===== config.mk =====
export PLATFORM = sky130hd
export DESIGN_NAME = muldiv_ctrl
export DESIGN_NICKNAME = d
export VERILOG_FILES = /design/src/rtl/muldiv_pkg.sv /design/src/rtl/muldiv_step.sv /design/src/rtl/muldiv_ctrl.sv
export SDC_FILE = /design/constraint.sdc
export NUM_CORES = 1
export LEC_CHECK = 0
export CAP_MARGIN = 10
export CORE_MARGIN = 3
export CORE_UTILIZATION = 40
export CTS_BUF_LIST = sky130_fd_sc_hd__clkbuf_4
export DETAILED_ROUTE_END_ITERATION = 6
export PLACE_DENSITY_LB_ADDON = 0.3
export RECOVER_POWER = 100
export SYNTH_ARGS = -nofsm -noshare
export SYNTH_HDL_FRONTEND = slang
export SYNTH_HIERARCHICAL = 1
export SYNTH_SLANG_ARGS = --single-unit

===== constraint.sdc =====
create_clock -name clock -period 11.6 [get_ports clock]
set_input_delay 2.32 -clock clock [delete_from_list [all_inputs] [get_ports clock]]
set_output_delay 2.32 -clock clock [all_outputs]
set_load 0.01 [all_outputs]

===== src/rtl/muldiv_pkg.sv =====
// Shared constants, state/op encodings and helpers for the iterative multiply/divide controller.
package muldiv_pkg;

  localparam int MULDIV_W    = 32;
  localparam int MULDIV_ITER = 32;

  localparam logic OP_MULT = 1'b0;
  localparam logic OP_DIV  = 1'b1;

  typedef enum logic [2:0] {
    IDLE = 3'd0,
    LOAD = 3'd1,
    RUN  = 3'd2,
    FIX  = 3'd3,
    DONE = 3'd4
  } state_t;

  function automatic logic [MULDIV_W-1:0] abs_w(input logic [MULDIV_W-1:0] v);
    return v[MULDIV_W-1] ? -v : v;
  endfunction

endpackage


===== src/rtl/muldiv_step.sv =====
// One shift-add multiply step or one restoring-divide step on unsigned magnitudes.
// The divide path exists only when MULDIV_DIV_EN is defined.
module muldiv_step
  import muldiv_pkg::*;
(
`ifdef MULDIV_DIV_EN
  input  logic                op,
`endif
  input  logic [MULDIV_W-1:0] hi,
  input  logic [MULDIV_W-1:0] lo,
  input  logic [MULDIV_W-1:0] b_mag,
  output logic [MULDIV_W-1:0] hi_next,
  output logic [MULDIV_W-1:0] lo_next
);

  logic [MULDIV_W:0] mul_sum;
  // Multiplier bits sit in lo and are consumed LSB first while the sum shifts in from the top.
  assign mul_sum = {1'b0, hi} + (lo[0] ? {1'b0, b_mag} : {(MULDIV_W+1){1'b0}});

`ifdef MULDIV_DIV_EN
  logic [MULDIV_W:0] div_shift;
  logic [MULDIV_W:0] div_diff;
  // Remainder in hi, dividend bits shift out of lo MSB first while quotient bits shift in.
  assign div_shift = {hi, lo[MULDIV_W-1]};
  assign div_diff  = div_shift - {1'b0, b_mag};
`endif

  always_comb begin
    hi_next = mul_sum[MULDIV_W:1];
    lo_next = {mul_sum[0], lo[MULDIV_W-1:1]};
`ifdef MULDIV_DIV_EN
    if (op == OP_DIV) begin
      if (!div_diff[MULDIV_W]) begin
        hi_next = div_diff[MULDIV_W-1:0];
        lo_next = {lo[MULDIV_W-2:0], 1'b1};
      end else begin
        hi_next = div_shift[MULDIV_W-1:0];
        lo_next = {lo[MULDIV_W-2:0], 1'b0};
      end
    end
`endif
  end

endmodule


===== src/rtl/muldiv_ctrl.sv =====
// Iterative signed 32x32 multiply / 32/32 divide controller (IDLE-LOAD-RUN-FIX-DONE).
// Define MULDIV_DIV_EN to compile in divide support; without it op=1 starts are ignored.
module muldiv_ctrl
  import muldiv_pkg::*;
(
  input  logic                clock,
  input  logic                reset,
  input  logic                start,
  input  logic                op,
  input  logic [MULDIV_W-1:0] A_in,
  input  logic [MULDIV_W-1:0] B_in,
  output logic                busy,
  output logic                done,
  output logic                div_zero,
  output logic [MULDIV_W-1:0] HI_out,
  output logic [MULDIV_W-1:0] LO_out
);

  localparam logic [4:0] LAST_ITER = 5'(MULDIV_ITER - 1);

  state_t                state_reg;
  logic [MULDIV_W-1:0]   acc_hi_reg;
  logic [MULDIV_W-1:0]   acc_lo_reg;
  logic [MULDIV_W-1:0]   b_mag_reg;
  logic [4:0]            cnt_reg;
  logic                  sign_a_reg;
  logic                  sign_b_reg;
  logic                  busy_reg;
  logic                  done_reg;
  logic [MULDIV_W-1:0]   hi_out_reg;
  logic [MULDIV_W-1:0]   lo_out_reg;

  logic [MULDIV_W-1:0]   step_hi;
  logic [MULDIV_W-1:0]   step_lo;
  logic [MULDIV_W-1:0]   fix_hi;
  logic [MULDIV_W-1:0]   fix_lo;
  logic [2*MULDIV_W-1:0] neg_prod;
  logic                  accept;

`ifdef MULDIV_DIV_EN
  logic                  op_reg;
  logic                  dz_reg;
  logic                  div_zero_reg;

  assign accept = start;
`else
  assign accept = start && (op == OP_MULT);
`endif

  muldiv_step u_step (
`ifdef MULDIV_DIV_EN
    .op      (op_reg),
`endif
    .hi      (acc_hi_reg),
    .lo      (acc_lo_reg),
    .b_mag   (b_mag_reg),
    .hi_next (step_hi),
    .lo_next (step_lo)
  );

  assign neg_prod = -{acc_hi_reg, acc_lo_reg};

  always_comb begin
    fix_hi = (sign_a_reg ^ sign_b_reg) ? neg_prod[2*MULDIV_W-1:MULDIV_W] : acc_hi_reg;
    fix_lo = (sign_a_reg ^ sign_b_reg) ? neg_prod[MULDIV_W-1:0] : acc_lo_reg;
`ifdef MULDIV_DIV_EN
    // Quotient sign is the XOR of operand signs; remainder follows the dividend.
    if (op_reg == OP_DIV) begin
      fix_lo = (sign_a_reg ^ sign_b_reg) ? -acc_lo_reg : acc_lo_reg;
      fix_hi = sign_a_reg ? -acc_hi_reg : acc_hi_reg;
    end
`endif
  end

  always_ff @(posedge clock or posedge reset) begin
    if (reset) begin
      state_reg    <= IDLE;
      acc_hi_reg   <= '0;
      acc_lo_reg   <= '0;
      b_mag_reg    <= '0;
      cnt_reg      <= '0;
      sign_a_reg   <= 1'b0;
      sign_b_reg   <= 1'b0;
      busy_reg     <= 1'b0;
      done_reg     <= 1'b0;
      hi_out_reg   <= '0;
      lo_out_reg   <= '0;
`ifdef MULDIV_DIV_EN
      op_reg       <= 1'b0;
      dz_reg       <= 1'b0;
      div_zero_reg <= 1'b0;
`endif
    end else begin
      // Status outputs are registered from the state, so they trail it by one cycle.
      busy_reg <= (state_reg != IDLE);
      done_reg <= (state_reg == DONE);
`ifdef MULDIV_DIV_EN
      div_zero_reg <= (state_reg == DONE) && dz_reg;
`endif
      case (state_reg)
        IDLE: begin
          if (accept) begin
            acc_lo_reg <= A_in;
            b_mag_reg  <= B_in;
`ifdef MULDIV_DIV_EN
            op_reg     <= op;
            dz_reg     <= 1'b0;
`endif
            state_reg  <= LOAD;
          end
        end
        LOAD: begin
          sign_a_reg <= acc_lo_reg[MULDIV_W-1];
          sign_b_reg <= b_mag_reg[MULDIV_W-1];
          acc_lo_reg <= abs_w(acc_lo_reg);
          b_mag_reg  <= abs_w(b_mag_reg);
          acc_hi_reg <= '0;
          cnt_reg    <= '0;
          state_reg  <= RUN;
`ifdef MULDIV_DIV_EN
          if ((op_reg == OP_DIV) && (b_mag_reg == '0)) begin
            dz_reg    <= 1'b1;
            state_reg <= DONE;
          end
`endif
        end
        RUN: begin
          acc_hi_reg <= step_hi;
          acc_lo_reg <= step_lo;
          cnt_reg    <= cnt_reg + 5'd1;
          if (cnt_reg == LAST_ITER) state_reg <= FIX;
        end
        FIX: begin
          hi_out_reg <= fix_hi;
          lo_out_reg <= fix_lo;
          state_reg  <= DONE;
        end
        DONE:    state_reg <= IDLE;
        default: state_reg <= IDLE;
      endcase
    end
  end

  assign busy   = busy_reg;
  assign done   = done_reg;
  assign HI_out = hi_out_reg;
  assign LO_out = lo_out_reg;
`ifdef MULDIV_DIV_EN
  assign div_zero = div_zero_reg;
`else
  assign div_zero = 1'b0;
`endif

endmodule


======== Yosys cells after proc, flatten, opt, wreduce, memory -nomap -nowiden ========
Index checks and enable logic that the tools add are counted.
storage, ports and cells
  bits in registers ....................... 172
  input bits .............................. 68
  output and inout bits ................... 67
  word-level logic and storage cells ...... 54
cells by class
  $add $sub $neg .......................... 5
  eq/ne operators ......................... 9
  multiplexer cells ....................... 14
  bitwise gates (word level) .............. 2
  reduce and logical (&&, ||, !) cells .... 11
operator list
  operator               count
  $mux W32               7
  $pmux W32 S2           2
  $pmux W32 S3           1
  $neg A32 Y32           2
  $neg A64 Y64           1
  $add A32 B33 Y33       1
  $pmux W3 S4            1
  $pmux W5 S2            1
  $ne A2 B2 Y1 const B   4
  $eq A3 B2 Y1 const B   2
  $mux W3                2
  $reduce_and A2 Y1      3
  $reduce_and A3 Y1      2
  $reduce_bool A3 Y1     2
  $add A5 B1 Y5 const B  1
  $eq A5 B5 Y1 const B   1
  $reduce_bool A2 Y1     2
  $eq A3 B1 Y1 const B   1
  $eq A3 B3 Y1 const B   1
  $logic_not A3 Y1       1
  $logic_and A1 B1 Y1    1
  $not A1 Y1             1
  $xor A1 B1 Y1          1

======== Longest topological paths before layout ========
  word-level depth ........................ 4
  mapped depth ............................ 12
  depth with buffers taken out ............ 11

======== By module ========
The synthesis kept the hierarchy.
modules (own cells, without submodules)
  module       instances  cells an instance  area each (um2)  sequential area each (um2)
  muldiv_ctrl  1          1028               9260.1           4304.1
  muldiv_step  1          295                2187.1           0.0

======== Worst setup path after synthesis ========
OpenSTA, ideal clock, no wires.
  kind .................................... input to register
  start ................................... in op
  end ..................................... reg b_mag_reg[3]
  library setup time ...................... 126 ps
  arrival ................................. 3600 ps
  data required time ...................... 11474 ps
  slack ................................... 7874 ps
  cell stages on the path ................. 6
  path buffers ............................ 1
  cell sequence ........................... nand2b_1 -> or2_2 -> nand2_1 -> clkbuf_1 -> o41ai_1 -> a221o_1
between the ends
  longest elaborated chain between the ends .. 4
RTL lines
  element                             RTL line            text
  from (decl)                         muldiv_ctrl.sv:9    input logic op,
  $not A1 Y1                          muldiv_ctrl.sv:47   assign accept = start && (op == OP_MULT);
  $logic_and A1 B1 Y1                 muldiv_ctrl.sv:47
  $ne A2 B2 Y1 (no source line)       -
  $reduce_and A3 Y1 (no source line)  -
  to (signal assigned)                muldiv_ctrl.sv:104  b_mag_reg <= B_in;
  to (signal assigned)                muldiv_ctrl.sv:116  b_mag_reg <= abs_w(b_mag_reg);
  to (decl)                           muldiv_ctrl.sv:24   logic [MULDIV_W-1:0] b_mag_reg;
No other way between the ends.
A chain may end at the register's enable or synchronous reset.

==> flow_summary.json <==
{
  "outcome": "finished with violations",
  "violations": "capacitance limit, slew limit",
  "leakagePower_nw": 5.649,
  "p_per_area_nw_per_um2": 271.9,
  "fin_setup_tns_ns": 0,
  "synth.yosys.warnings": 6,
  "skew_ns": 0.02784,
  "syn_nets": 1429,
  "fin_crit_ns": 6.749,
  "r2r_start": "state_reg[0]",
  "drv_cap": 9,
  "area_delta_synth_final_pct": 14.56,
  "grt_use_total_pct": 20.40,
  "cts.path.max_buffers": 2,
  "grt-ovfl-total": 0,
  "synth_top_area_share_pct": 37.60,
  "clock-sinks": 172,
  "tritoncts.num_buffers": 17,
  "post-place-ws_ns": 6.982,
  "synth_edf_count": 0,
  "cts-resized-gates": 0,
  "yosysUniqueCellTypes": 80,
  "postSynthCellCount": 1323,
  "drtIter0Drc": 1085,
  "clkSlewWorstSetupHoldPaths_ns": 0.17,
  "synth_seq_cells": 172,
  "slew_violations": 535,
  "rsz0062_at_grt": "no",
  "hold_viol": 0,
  "dp_hpwl_um": 22920,
  "cp_data_arrival_time_ns": 6.76,
  "synth_commonest_cells": "dfrtp_1 (172), nand2_1 (170), o21ai_0 (140), nor2_1 (82), clkbuf_1 (69)",
  "cp_top_family": "buffers and inverters",
  "cts_tree": "done",
  "synth_top_cell_by_area": "dfrtp_1",
  "slew_headroom_pct": -185.7,
  "post-route-util_pct": 46.82,
  "die_area_um2": 30680,
  "wl_per_cell_um": 17.96,
  "via_count": 10120,
  "initial_core_util_pct": 40.87,
  "cts_hold_buf": 0,
  "worst-path-buf-inv": 3,
  "antenna_found_initial": 1,
  "syn-cell-area_um2": 11450,
  "gp_congestion": 0.9039,
  "worst_pin_slew_ns": 4.285,
  "yosysMostFrequentCell": "dfrtp_1",
  "critPathCapture": "b_mag_reg[13]",
  "worst_setup_path_start_kind": "input port",
  "die_width_um": 175.2,
  "avgSynthCellArea_um2": 8.652,
  "hold_depth": 2,
  "viasPerCell": 5.710,
  "synthTopCellsByArea": "dfrtp_1 (38%), o21ai_0 (6.1%), nand2_1 (5.6%)",
  "ys_seq_area_share_pct": 37.60,
  "hold_path.class": "reg -> reg",
  "cp_slowest_cell": "clkbuf_1",
  "die_y_um": 175.2,
  "crit_path_start": "reset",
  "crit_path_end_kind": "async pin",
  "h-tree-depth": 4,
  "setup_slack_ns": 4.851,
  "crit_cells": 3,
  "cts_setup_buffers": 0,
  "slowest_delay_ns": 2.37,
  "worstReg2RegEnd": "acc_lo_reg[19]",
  "remaining_drc_errors": 0,
  "clk_latency_ns": 0.59,
  "final_layout_size_suffix_gt1_share_pct": 5.675,
  "setup_violations": 0,
  "yosys_most_used_dff": "dfrtp_1",
  "synth-async-reset-ratio_pct": 100.0,
  "fin_nets": 1485,
  "grt_pass1_wl_um": 51090,
  "rr_worst_depth": 6,
  "critPathKind": "in -> async",
  "io_pins": 135,
  "required_ns": 11.61,
  "vdd_ir_drop_max_mv": 0.08440,
  "firstDrtPassIters": 6,
  "cts_root_buffer": "clkbuf_4",
  "r2r_setup_slack_ns": 6.95,
  "worstPathMaxFanout": 61,
  "drt_wl_total_um": 31830,
  "grt_max_degree": 130,
  "crit_chain": "dlygate4sd3_1, clkinvlp_2, clkbuf_1",
  "rows": 61,
  "core_area_um2": 28010,
  "io_buffers": 133,
  "fin_crit_sh_pct": 58.18,
  "grt_pass1_vias": 9627,
  "max_freq_ghz": 0.1482,
  "ant_nets": 0,
  "whs_ns": 0.4922
}
-- worst min-delay path by stage --
| stage | startpoint | end | slack [ns] |
|---|---|---|---|
| 6_report | LO_out[8] | LO_out[8] | 0.49 |
| 5_1_grt | cnt_reg[3] | cnt_reg[3] | 0.51 |
| 3_5_place_dp | LO_out[5] | LO_out[5] | 0.47 |
| 3_3_place_gp | LO_out[16] | LO_out[16] | 0.46 |
| 2_1_floorplan | cnt_reg[3] | cnt_reg[3] | 0.45 |
| 4_1_cts | cnt_reg[3] | cnt_reg[3] | 0.50 |
-- power by group --
part / switching (mW) / total [mW] / internal (mW)
combinational: 1.13 / 1.97 / 0.847
clock: 0.245 / 0.385 / 0.140
sequential: 0.346 / 1.21 / 0.860
total: 1.72 / 3.57 / 1.85
-- cells in the final DEF (no fill, tap or decap), drive strengths merged, types with 26 or more instances in the layout --
cell type / netlist / layout
clkdlybuf4s50: 0 / 65
nand2: 171 / 171
xnor2: 58 / 58
clkbuf: 69 / 26
dlygate4sd3: 0 / 68
nor2: 83 / 83
xor2: 43 / 43
a21oi: 66 / 66
dfrtp: 172 / 172
a22o: 35 / 35
inv: 29 / 34
o21ai: 151 / 151
and2: 37 / 37
nor3: 54 / 54
ha: 37 / 37
-- layout make-up --
| cell class | count | area (um^2) |
|---|---|---|
| antenna | 2 | 5.005 |
| clock buffer | 18 | 135.1 |
| clock inverter | 14 | 181.4 |
| fill | 2739 | 14900 |
| inverter | 29 | 110.1 |
| multi-input combinational | 1014 | 6514 |
| sequential | 172 | 4304 |
| tap | 378 | 473.0 |
| timing repair buffer | 145 | 1391 |
-- worst reg2reg max path: stages (launching register included) --
cell	delay, ns
dfrtp_1	0.48
nor3b_1	0.17
clkbuf_1	0.24
nor2_1	1.82
clkbuf_1	1.29
a222oi_1	0.28
o2bb2ai_1	0.30
-- per-layer routing --
metal / global-route usage [%] / vias up / wire length (um)
met5: 0 / - / 0
met1: 28.47 / 4821 / 14690
met2: 32.85 / 352 / 14780
met3: 3.694 / 38 / 1782
li1: - / 4907 / -
met4: 5.153 / 0 / 576
-- through the flow --
| stage | power, mW | area, um^2 | cells |
|---|---|---|---|
| 2_1_floorplan | 2.611 | 11450 | 1323 |
| 3_3_place_gp | 3.185 | 12840 | 1738 |
| 3_5_place_dp | 3.231 | 12840 | 1738 |
| 4_1_cts | 3.621 | 13150 | 1770 |
| 5_1_grt | 3.855 | 13110 | 1772 |
| 6_report | 3.565 | 13110 | 1772 |
-- kinds of logic after synthesis --
group           synth area share [%]
mux                          0.08744
other cells                  0.03276
buf+inv                        5.662
compound gates                 24.11
simple gates                   20.56
fa+ha+maj                      4.219
flops                          37.60
xor+xnor                       7.728
Power figures use the tool's default switching activity.
